$ cat config.mk
export PLATFORM = sky130hd
export DESIGN_NAME = ysyx_23060240_csr_unit
export DESIGN_NICKNAME = d
export VERILOG_FILES = /design/src/rtl/ysyx_23060240_csr_pkg.sv /design/src/rtl/ysyx_23060240_csr_alu.sv /design/src/rtl/ysyx_23060240_csr_unit.sv
export SDC_FILE = /design/constraint.sdc
export NUM_CORES = 1
export LEC_CHECK = 0
export ABC_CLOCK_PERIOD_IN_PS = 2100
export BUFFER_PORTS_ARGS = -buffer_cell sky130_fd_sc_hd__buf_2
export CAP_MARGIN = 20
export CORE_ASPECT_RATIO = 0.7
export CORE_MARGIN = 3
export CORE_UTILIZATION = 53
export CTS_CLUSTER_DIAMETER = 150
export DETAILED_ROUTE_END_ITERATION = 8
export PLACE_DENSITY_LB_ADDON = 0.1
export SYNTH_ARGS = -nofsm -noshare
export SYNTH_HDL_FRONTEND = slang
export SYNTH_SLANG_ARGS = --single-unit
$ cat constraint.sdc
create_clock -name clk -period 2.1 [get_ports clk]
set_input_delay 0.21 -clock clk [delete_from_list [all_inputs] [get_ports clk]]
set_output_delay 0.21 -clock clk [all_outputs]
set_load 0.05 [all_outputs]
$ cat src/rtl/ysyx_23060240_csr_pkg.sv
// Shared definitions for the CSR execute unit: CSR addresses, funct3
// encodings, FSM states, instruction classes and small decode helpers.
package ysyx_23060240_csr_pkg;

   localparam logic [11:0] CSR_MSTATUS = 12'h300;
   localparam logic [11:0] CSR_MTVEC   = 12'h305;
   localparam logic [11:0] CSR_MEPC    = 12'h341;
   localparam logic [11:0] CSR_MCAUSE  = 12'h342;

   localparam logic [2:0] F3_CSRRW  = 3'b001;
   localparam logic [2:0] F3_CSRRS  = 3'b010;
   localparam logic [2:0] F3_CSRRC  = 3'b011;
   localparam logic [2:0] F3_CSRRWI = 3'b101;
   localparam logic [2:0] F3_CSRRSI = 3'b110;
   localparam logic [2:0] F3_CSRRCI = 3'b111;

   typedef enum logic [1:0] {
      ST_IDLE,
      ST_READ,
      ST_WRITE,
      ST_RESP
   } csr_state_e;

   typedef enum logic [1:0] {
      CLS_NONE,
      CLS_CSR,
      CLS_ECALL,
      CLS_MRET
   } csr_cls_e;

   // ecall wins over mret, mret wins over a plain CSR op.
   function automatic csr_cls_e decode_cls(input logic ecall, input logic mret,
                                           input logic csr);
      if (ecall) return CLS_ECALL;
      if (mret)  return CLS_MRET;
      if (csr)   return CLS_CSR;
      return CLS_NONE;
   endfunction

   // Addresses actually implemented by the CSR file.
   function automatic logic csr_addr_supported(input logic [11:0] addr);
      return (addr == CSR_MSTATUS) || (addr == CSR_MTVEC) ||
             (addr == CSR_MEPC)    || (addr == CSR_MCAUSE);
   endfunction

endpackage

$ cat src/rtl/ysyx_23060240_csr_alu.sv
// Combinational new-value / write-enable computation for Zicsr ops.
// Set/clear forms with rs1_idx == 0 read only and must not write.
module ysyx_23060240_csr_alu
   import ysyx_23060240_csr_pkg::*;
#(
   parameter int XLEN = 32
) (
   input  logic [2:0]      funct3,
   input  logic [4:0]      rs1_idx,
   input  logic [XLEN-1:0] rs1_data,
   input  logic [XLEN-1:0] old_val,
   output logic [XLEN-1:0] new_val,
   output logic            wr_en
);

   logic [XLEN-1:0] src;

   // Pick the source operand and apply the read-modify-write rule.
   always_comb begin
      // NOTE: every output gets a default before the case so no path leaves
      // it unassigned; otherwise synthesis infers a latch.
      src     = funct3[2] ? {{(XLEN-5){1'b0}}, rs1_idx} : rs1_data;
      new_val = old_val;
      wr_en   = 1'b0;
      case (funct3)
         F3_CSRRW, F3_CSRRWI: begin
            new_val = src;
            wr_en   = 1'b1;
         end
         F3_CSRRS, F3_CSRRSI: begin
            new_val = old_val | src;
            wr_en   = (rs1_idx != 5'd0);
         end
         F3_CSRRC, F3_CSRRCI: begin
            new_val = old_val & ~src;
            wr_en   = (rs1_idx != 5'd0);
         end
         default: ;
      endcase
   end

endmodule

$ cat src/rtl/ysyx_23060240_csr_unit.sv
// CSR execute unit: takes one CSR/ecall/mret instruction, sequences the
// read, write and trap strobes to the CSR file, then returns the old value
// (rd writeback) or a redirect target. One instruction in flight.
// Optional: define YSYX_23060240_CSR_ADDR_CHECK_EN to flag and suppress
// accesses to unimplemented CSR addresses.
module ysyx_23060240_csr_unit
   import ysyx_23060240_csr_pkg::*;
#(
   parameter int XLEN = 32
) (
   input  logic            clk,
   input  logic            rst,
   input  logic            in_valid,
   output logic            in_ready,
   input  logic            is_csr,
   input  logic            is_ecall,
   input  logic            is_mret,
   input  logic [2:0]      funct3,
   input  logic [11:0]     csr_addr,
   input  logic [4:0]      rs1_idx,
   input  logic [XLEN-1:0] rs1_data,
   input  logic [XLEN-1:0] pc,
   output logic            r_csr_en,
   output logic [11:0]     r_csr_addr,
   input  logic [XLEN-1:0] r_csr_data,
   output logic            w_csr_en,
   output logic [11:0]     w_csr_addr,
   output logic [XLEN-1:0] w_csr_data,
   output logic            jump_ecall,
   output logic            jump_mret,
   output logic [XLEN-1:0] csr_pc,
   output logic            out_valid,
   input  logic            out_ready,
   output logic            rd_we,
   output logic [XLEN-1:0] rd_wdata,
   output logic            redirect_valid,
   output logic [XLEN-1:0] redirect_pc,
   output logic            illegal
);

   csr_state_e      state_q, state_d;
   csr_cls_e        cls_q, cls_d, in_cls;
   logic [2:0]      funct3_q, funct3_d;
   logic [11:0]     csr_addr_q, csr_addr_d;
   logic [4:0]      rs1_idx_q, rs1_idx_d;
   logic [XLEN-1:0] rs1_data_q, rs1_data_d;
   logic [XLEN-1:0] pc_q, pc_d;
   logic [XLEN-1:0] old_q, old_d;

   logic            r_csr_en_q, r_csr_en_d;
   logic [11:0]     r_csr_addr_q, r_csr_addr_d;
   logic            w_csr_en_q, w_csr_en_d;
   logic [11:0]     w_csr_addr_q, w_csr_addr_d;
   logic [XLEN-1:0] w_csr_data_q, w_csr_data_d;
   logic            jump_ecall_q, jump_ecall_d;
   logic            jump_mret_q, jump_mret_d;
   logic [XLEN-1:0] csr_pc_q, csr_pc_d;
   logic            out_valid_q, out_valid_d;
   logic            rd_we_q, rd_we_d;
   logic [XLEN-1:0] rd_wdata_q, rd_wdata_d;
   logic            redirect_valid_q, redirect_valid_d;
   logic [XLEN-1:0] redirect_pc_q, redirect_pc_d;
   logic            illegal_q, illegal_d;

   logic            accept;
   logic            addr_ok;
   logic [XLEN-1:0] alu_new_val;
   logic            alu_wr_en;

   assign in_cls = decode_cls(is_ecall, is_mret, is_csr);
   assign accept = in_valid && in_ready;

`ifdef YSYX_23060240_CSR_ADDR_CHECK_EN
   assign addr_ok = csr_addr_supported(csr_addr_q);
`else
   assign addr_ok = 1'b1;
`endif

   // The ALU sees the live read data during READ so the write value can be
   // registered straight into the WRITE-cycle strobe.
   ysyx_23060240_csr_alu #(.XLEN(XLEN)) u_alu (
      .funct3   (funct3_q),
      .rs1_idx  (rs1_idx_q),
      .rs1_data (rs1_data_q),
      .old_val  (r_csr_data),
      .new_val  (alu_new_val),
      .wr_en    (alu_wr_en)
   );

   // State and registered outputs; reset drops any pending strobe.
   always_ff @(posedge clk) begin
      // NOTE: sequential state uses non-blocking assignments so every flop
      // samples pre-edge values regardless of statement order.
      if (rst) begin
         state_q          <= ST_IDLE;
         cls_q            <= CLS_NONE;
         funct3_q         <= '0;
         csr_addr_q       <= '0;
         rs1_idx_q        <= '0;
         rs1_data_q       <= '0;
         pc_q             <= '0;
         old_q            <= '0;
         r_csr_en_q       <= 1'b0;
         r_csr_addr_q     <= '0;
         w_csr_en_q       <= 1'b0;
         w_csr_addr_q     <= '0;
         w_csr_data_q     <= '0;
         jump_ecall_q     <= 1'b0;
         jump_mret_q      <= 1'b0;
         csr_pc_q         <= '0;
         out_valid_q      <= 1'b0;
         rd_we_q          <= 1'b0;
         rd_wdata_q       <= '0;
         redirect_valid_q <= 1'b0;
         redirect_pc_q    <= '0;
         illegal_q        <= 1'b0;
      end else begin
         state_q          <= state_d;
         cls_q            <= cls_d;
         funct3_q         <= funct3_d;
         csr_addr_q       <= csr_addr_d;
         rs1_idx_q        <= rs1_idx_d;
         rs1_data_q       <= rs1_data_d;
         pc_q             <= pc_d;
         old_q            <= old_d;
         r_csr_en_q       <= r_csr_en_d;
         r_csr_addr_q     <= r_csr_addr_d;
         w_csr_en_q       <= w_csr_en_d;
         w_csr_addr_q     <= w_csr_addr_d;
         w_csr_data_q     <= w_csr_data_d;
         jump_ecall_q     <= jump_ecall_d;
         jump_mret_q      <= jump_mret_d;
         csr_pc_q         <= csr_pc_d;
         out_valid_q      <= out_valid_d;
         rd_we_q          <= rd_we_d;
         rd_wdata_q       <= rd_wdata_d;
         redirect_valid_q <= redirect_valid_d;
         redirect_pc_q    <= redirect_pc_d;
         illegal_q        <= illegal_d;
      end
   end

   // Next state: a classless instruction is accepted but leaves us in IDLE.
   always_comb begin
      state_d = state_q;
      case (state_q)
         ST_IDLE:  if (accept && (in_cls != CLS_NONE)) state_d = ST_READ;
         ST_READ:  state_d = ST_WRITE;
         ST_WRITE: state_d = ST_RESP;
         ST_RESP:  if (out_ready) state_d = ST_IDLE;
         default:  state_d = ST_IDLE;
      endcase
   end

   // Next values of the latched instruction and of every registered output.
   always_comb begin
      cls_d            = cls_q;
      funct3_d         = funct3_q;
      csr_addr_d       = csr_addr_q;
      rs1_idx_d        = rs1_idx_q;
      rs1_data_d       = rs1_data_q;
      pc_d             = pc_q;
      old_d            = old_q;
      r_csr_en_d       = 1'b0;
      r_csr_addr_d     = '0;
      w_csr_en_d       = 1'b0;
      w_csr_addr_d     = '0;
      w_csr_data_d     = '0;
      jump_ecall_d     = 1'b0;
      jump_mret_d      = 1'b0;
      csr_pc_d         = '0;
      out_valid_d      = out_valid_q;
      rd_we_d          = rd_we_q;
      rd_wdata_d       = rd_wdata_q;
      redirect_valid_d = redirect_valid_q;
      redirect_pc_d    = redirect_pc_q;
      illegal_d        = illegal_q;
      case (state_q)
         ST_IDLE: begin
            if (accept) begin
               cls_d      = in_cls;
               funct3_d   = funct3;
               csr_addr_d = csr_addr;
               rs1_idx_d  = rs1_idx;
               rs1_data_d = rs1_data;
               pc_d       = pc;
               r_csr_en_d = (in_cls != CLS_NONE);
               case (in_cls)
                  CLS_ECALL: r_csr_addr_d = CSR_MTVEC;
                  CLS_MRET:  r_csr_addr_d = CSR_MEPC;
                  default:   r_csr_addr_d = csr_addr;
               endcase
            end
         end
         ST_READ: begin
            old_d = r_csr_data;
            case (cls_q)
               CLS_CSR: begin
                  w_csr_en_d   = alu_wr_en && addr_ok;
                  w_csr_addr_d = csr_addr_q;
                  w_csr_data_d = alu_new_val;
               end
               CLS_ECALL: begin
                  jump_ecall_d = 1'b1;
                  csr_pc_d     = pc_q;
               end
               CLS_MRET: jump_mret_d = 1'b1;
               default: ;
            endcase
         end
         ST_WRITE: begin
            out_valid_d = 1'b1;
            if (cls_q == CLS_CSR) begin
               rd_we_d          = addr_ok;
               rd_wdata_d       = old_q;
               redirect_valid_d = 1'b0;
               illegal_d        = !addr_ok;
            end else begin
               rd_we_d          = 1'b0;
               redirect_valid_d = 1'b1;
               redirect_pc_d    = old_q;
            end
         end
         ST_RESP: begin
            if (out_ready) begin
               out_valid_d      = 1'b0;
               rd_we_d          = 1'b0;
               rd_wdata_d       = '0;
               redirect_valid_d = 1'b0;
               redirect_pc_d    = '0;
               illegal_d        = 1'b0;
            end
         end
         default: ;
      endcase
   end

   // While reset is held every output reads 0, so a strobe caught mid-cycle
   // by reset never commits at the CSR file's falling edge.
   assign in_ready       = !rst && (state_q == ST_IDLE);
   assign r_csr_en       = !rst && r_csr_en_q;
   assign r_csr_addr     = rst ? '0 : r_csr_addr_q;
   assign w_csr_en       = !rst && w_csr_en_q;
   assign w_csr_addr     = rst ? '0 : w_csr_addr_q;
   assign w_csr_data     = rst ? '0 : w_csr_data_q;
   assign jump_ecall     = !rst && jump_ecall_q;
   assign jump_mret      = !rst && jump_mret_q;
   assign csr_pc         = rst ? '0 : csr_pc_q;
   assign out_valid      = !rst && out_valid_q;
   assign rd_we          = !rst && rd_we_q;
   assign rd_wdata       = rst ? '0 : rd_wdata_q;
   assign redirect_valid = !rst && redirect_valid_q;
   assign redirect_pc    = rst ? '0 : redirect_pc_q;
   assign illegal        = !rst && illegal_q;

endmodule

### Word-level counts from Yosys, hierarchy flattened

Cells that the tools add are included.

* eq/ne operators: 18
* muxes and demuxes: 40
* bitwise gates (word level): 8
* reductions and logical operators: 29

Operator list (number)
* two-way mux 32 bit: 8
* case mux 32 bit (2 select lines): 2
* case mux 32 bit (3 select lines): 1
* AND 32 bit: 1
* NOT 32 bit: 1
* bitwise OR 32 bit: 1
* two-way mux 12 bit: 2
* case mux 12 bit (2 select lines): 1
* two-way mux 2 bit: 8
* == test 2 bit (second input constant): 6
* two-way mux 1 bit: 12
* logical AND 1 bit: 11
* case mux 1 bit (2 select lines): 5
* == test 3 bit (second input constant): 3
* OR reduction 3 bit: 3
* inequality test 2 bit (second input constant): 4
* case mux 2 bit (4 select lines): 1
* OR reduction 2 bit: 4
* == test 3 x 2 -> 1 bit (second input constant): 2
* AND reduction 2 bit: 3
* AND reduction 3 bit: 2
* NOT 1 bit: 5
* nonzero test 5 bit: 1
* == test 2 x 1 -> 1 bit (second input constant): 2
* 5 further kinds: 6

* bits in registers: 280
* input port bits: 123
* output and inout bits: 161
* word-level logic and storage cells: 117

### Logic depth before layout (Yosys ltp)

* depth after elaboration: 11
* mapped depth: 9
* depth with buffers taken out: 6

### By module

Synthesis repeated with hierarchy kept, for this count alone.

* cell total of the unflattened synthesis: 1357
* area total of the unflattened synthesis: 11691.2 µm²

Modules (own cells, without submodules)
* ysyx_23060240_csr_unit: instances 1, cells an instance 1211, area each 10710.3 µm², sequential area each 5585.4 µm²
* ysyx_23060240_csr_alu: instances 1, cells an instance 146, area each 980.9 µm², sequential area each 0.0 µm²

### Least setup slack after synthesis

OpenSTA, ideal clock, no wires.

* path type: register to register
* from: register state_q[0]
* to: register rs1_data_q[22]
* library setup time: 0.128 ns
* arrival: 1.805 ns
* required time: 1.972 ns
* slack: 0.167 ns
* stages on the path, launching flop included: 8
* buffers on the path: 2
* clock period less this slack: 1.933 ns
* cell sequence: dfxtp_1 -> inv_1 -> ha_1 -> nor2b_2 -> and2_2 -> buf_4 -> clkbuf_1 -> o21ai_0

* cells in the longest elaborated chain, start to end: 4

RTL lines
* start: declaration: RTL line ysyx_23060240_csr_unit.sv:41 `csr_state_e state_q, state_d;`
* start signal: assignment: RTL line ysyx_23060240_csr_unit.sv:118 `state_q <= state_d;`
* logical NOT 2 bit: RTL line ysyx_23060240_csr_unit.sv:240 `assign in_ready = !rst && (state_q == ST_IDLE);`
* logical AND 1 bit: RTL line ysyx_23060240_csr_unit.sv:240
* net in_ready: RTL line ysyx_23060240_csr_unit.sv:14 `output logic in_ready,`
* logical AND 1 bit: RTL line ysyx_23060240_csr_unit.sv:71 `assign accept = in_valid && in_ready;`
* AND reduction 2 bit (no source line)
* end signal: assignment: RTL line ysyx_23060240_csr_unit.sv:123 `rs1_data_q <= rs1_data_d;`
* end: declaration: RTL line ysyx_23060240_csr_unit.sv:46 `logic [XLEN-1:0] rs1_data_q, rs1_data_d;`

The timed path passes the listed nets, and every way through them passes these cells.
A chain may end at the register's enable or synchronous reset.

### Worst setup path in the final report

* from: input rst
* to: output w_csr_data[30]

* cells in the longest elaborated chain, start to end: 1

RTL lines
* start: declaration: RTL line ysyx_23060240_csr_unit.sv:12 `input logic rst,`
* two-way mux 32 bit: RTL line ysyx_23060240_csr_unit.sv:245 `assign w_csr_data = rst ? '0 : w_csr_data_q;`
* end: declaration: RTL line ysyx_23060240_csr_unit.sv:28 `output logic [XLEN-1:0] w_csr_data,`

Every way passes these cells.

==> results.sh <==
export IMPL_area_growth_pct=31.4
export IMPL_drive_gt1_share_pct=22.0
export IMPL_synthArstFlopShare_pct=0
export IMPL_wire_per_inst_um=15.1
export IMPL_worstSetupStartpointType="primary input"
export IMPL_synth_top_cell_area_share_pct=49.1
export IMPL_place_port_buffers=282
export IMPL_root_buffer="clkbuf_16"
export IMPL_worstReg2RegStart="state_q[1]"
export IMPL_synth_area_leaders="dfxtp_1 49%, nor2b_1 12%, nand2_1 7.5%, o21ai_0 4.2%, nand2b_1 4.0%"
export IMPL_fin_worst_skew_ns=0.00846
export IMPL_power_density_nw_per_um2=945
export IMPL_cp_max_fo=109
export IMPL_place_gp_congestion=0.823
export IMPL_antenna_found_initial=2
export IMPL_worst_slew_pin_slew_ns=1.02
export IMPL_numCtsBuffers=26
export IMPL_drt_initial_drc_count=728
export IMPL_p_total_mw=14.1
export IMPL_leakage_nw=6.43
export IMPL_min_from="r_csr_data[27]"
export IMPL_setup_tns_ns=0
export IMPL_syn_nets=1459
export IMPL_hold_viol_final=0
export IMPL_cts_sinks=279
export IMPL_cts_setup_buffers=0
export IMPL_slew_viol_final=0
export IMPL_rsz0062_at_grt="false"
export IMPL_core_um2=20900
export IMPL_internal_power_mw=9.88
export IMPL_p_sw_share_pct=30.0
export IMPL_setup_slack_ns=0.130
export IMPL_clockBufferDepth=3
export IMPL_period_minus_slack_ns=1.97
export IMPL_p_switching_mw=4.24
export IMPL_ant_nets=0
export IMPL_whs_path_depth=3
export IMPL_place_ws_ns=0.189
export IMPL_hpwl_um=19300
export IMPL_yosysWarnings=0
export IMPL_crit_path_end_kind="output port"
export IMPL_yosys_area_top_type="dfxtp_1"
export IMPL_post_synth_instance_area_um2=11400
export IMPL_ys_seq_area_share_pct=49.1
export IMPL_p_comb_share_pct=22.4
export IMPL_whs_endpoint="old_q[27]"
export IMPL_worstSetupPathType="primary input to output port"
export IMPL_pwr_share_clk_pct=33.5
export IMPL_arrival_ns=1.76
export IMPL_max_slew_margin_pct=32.3
export IMPL_startpoint="rst"
export IMPL_synthFlopType="dfxtp_1"
export IMPL_rrSetupSlack_ns=0.16
export IMPL_die_width_um=181
export IMPL_place_area_um2=12900
export IMPL_drv_cap=0
export IMPL_drt_wl_total_um=29900
export IMPL_fin_area_um2=14900
export IMPL_vias_per_cell=4.97
export IMPL_grt_pass1_vias=9146
export IMPL_clk_pin_slew_ns=0.07
export IMPL_layout_nets=1805
export IMPL_r2r_end="csr_pc_q[22]"
export IMPL_outcome="completed"
export IMPL_rr_worst_depth=5
export IMPL_num_rows=44
export IMPL_hold_ws_ns=0.0228
export IMPL_ctsHtreeMaxLevel=1
export IMPL_cp_required_ns=1.89
export IMPL_avgSynthCellArea_um2=8.54
export IMPL_clk_latency_ns=0.52
export IMPL_synth_cell_types=39
export IMPL_hold_path_class="primary input to flip-flop"
export IMPL_start_util_pct=54.4
export IMPL_die_area_um2=23300
export IMPL_synth_enable_flop_cells=0
export IMPL_sequentialPowerShare_pct=44.1
export IMPL_synthCells=1332
export IMPL_ios=284
export IMPL_setup_viol=0
export IMPL_grt_overflow_total=0
export IMPL_die_h_um=129
export IMPL_grt_pass1_wl_um=47500
export IMPL_cts_tree="built"
export IMPL_drcViolationCount=0
export IMPL_ys_ff_latch=279
export IMPL_fmax_mhz=508
export IMPL_vias=9818
export IMPL_grt_usage_pct=24.5
export IMPL_grt_max_degree=110
export IMPL_ir_drop_mv=0.662
export IMPL_period_share_pct=93.8
export IMPL_drtPass1Iterations=5
## Yosys cell counts, types with 19 or more instances
library cell	instances
dfxtp_1	279
nand2b_1	73
a22oi_2	19
and2_1	51
o21ai_0	95
buf_2	25
mux2i_1	37
nor2_1	75
clkbuf_1	54
a21oi_1	85
nor2b_1	224
nand2_1	227
## cell type report
class	instances	area, µm²
antenna	2	5.00
clock buffer	40	805
clock inverter	7	60.1
fill	1698	5970
inverter	4	15.0
multi-input combinational	947	5280
sequential	279	5590
tap	276	345
timing repair buffer	420	2850
## placed cells by master, fill, tap and decap left out, drive strengths merged, types with 2 or more instances in the layout
master       instances
a21o                 2
a21oi               87
a22oi               29
a31oi                5
and2                52
and2b                3
buf                303
clkbuf              40
clkinv               6
dfxtp              279
diode                2
dlygate4sd3        117
ha                   4
inv                  4
mux2i               38
nand2              227
nand2b              73
nor2                75
nor2b              227
nor3                11
o21ai              100
o21bai               5
or3                  2
## repair_timing
item	in CTS	in global routing
hold endpoints to repair	142	0
endpoints found under the setup margin	0	28
gates resized for setup	0	1
hold buffers	117	0
## how the worst max path moves through the flow
stage	depth (start not counted)	to	slack (ns)
global placement	5	csr_pc_q[30]	0.27
detailed placement	5	csr_pc_q[29]	0.19
floorplan	7	rs1_data_q[22]	0.17
finish	5	w_csr_data[30]	0.13
global route	5	csr_pc_q[30]	0.04
CTS	5	w_csr_addr[3]	0.05
## metrics by stage
stage | utilization [%] | std cells
6_report | 71.4 | 1975
5_1_grt | 71.4 | 1975
4_1_cts | 71.4 | 1973
3_5_place_dp | 61.7 | 1809
3_3_place_gp | 61.7 | 1809
2_1_floorplan | - | 1332
## kinds of logic (layout without fill, tap and decap cells)
group | count (synthesis) | after routing | share of synthesized area, %
buf+inv | 106 | 471 | 4.54
simple gates | 674 | 674 | 30.5
flops | 279 | 279 | 49.1
other cells | 1 | 3 | 0.0330
mux | 38 | 38 | 3.45
fa+ha+maj | 4 | 4 | 0.440
compound gates | 230 | 230 | 11.9
## critical path, stage by stage
cell and delay, ns:
dlygate4sd3_1 0.57, buf_8 0.17, buf_12 0.19, nor2b_1 0.24, buf_2 0.30
## power by group through the flow
stage                     sequential, mW  clock, mW  combinational, mW
after floorplan                     6.19          0               2.35
after global placement              6.30          0               2.89
after detailed placement            6.33          0               2.96
after CTS                           6.22       4.80               3.14
after global routing                6.30       5.00               3.50
final                               6.23       4.73               3.16
## registers in the layout (all words and copies together), names as in the netlist, 32 cells and up
register,flops
csr_pc_q,32
old_q,32
pc_q,32
rd_wdata_q,32
redirect_pc_q,32
rs1_data_q,32
w_csr_data_q,32
## layer usage
metal  vias to the layer above  track usage [%]  wire, µm
li1                       4962                -         -
met4                         0             4.88       584
met5                         -                0         0
met3                        44             3.84      1710
met1                      4524             36.8     14700
met2                       288             37.8     12900
Note: power is estimated with default switching activity, not from simulation.
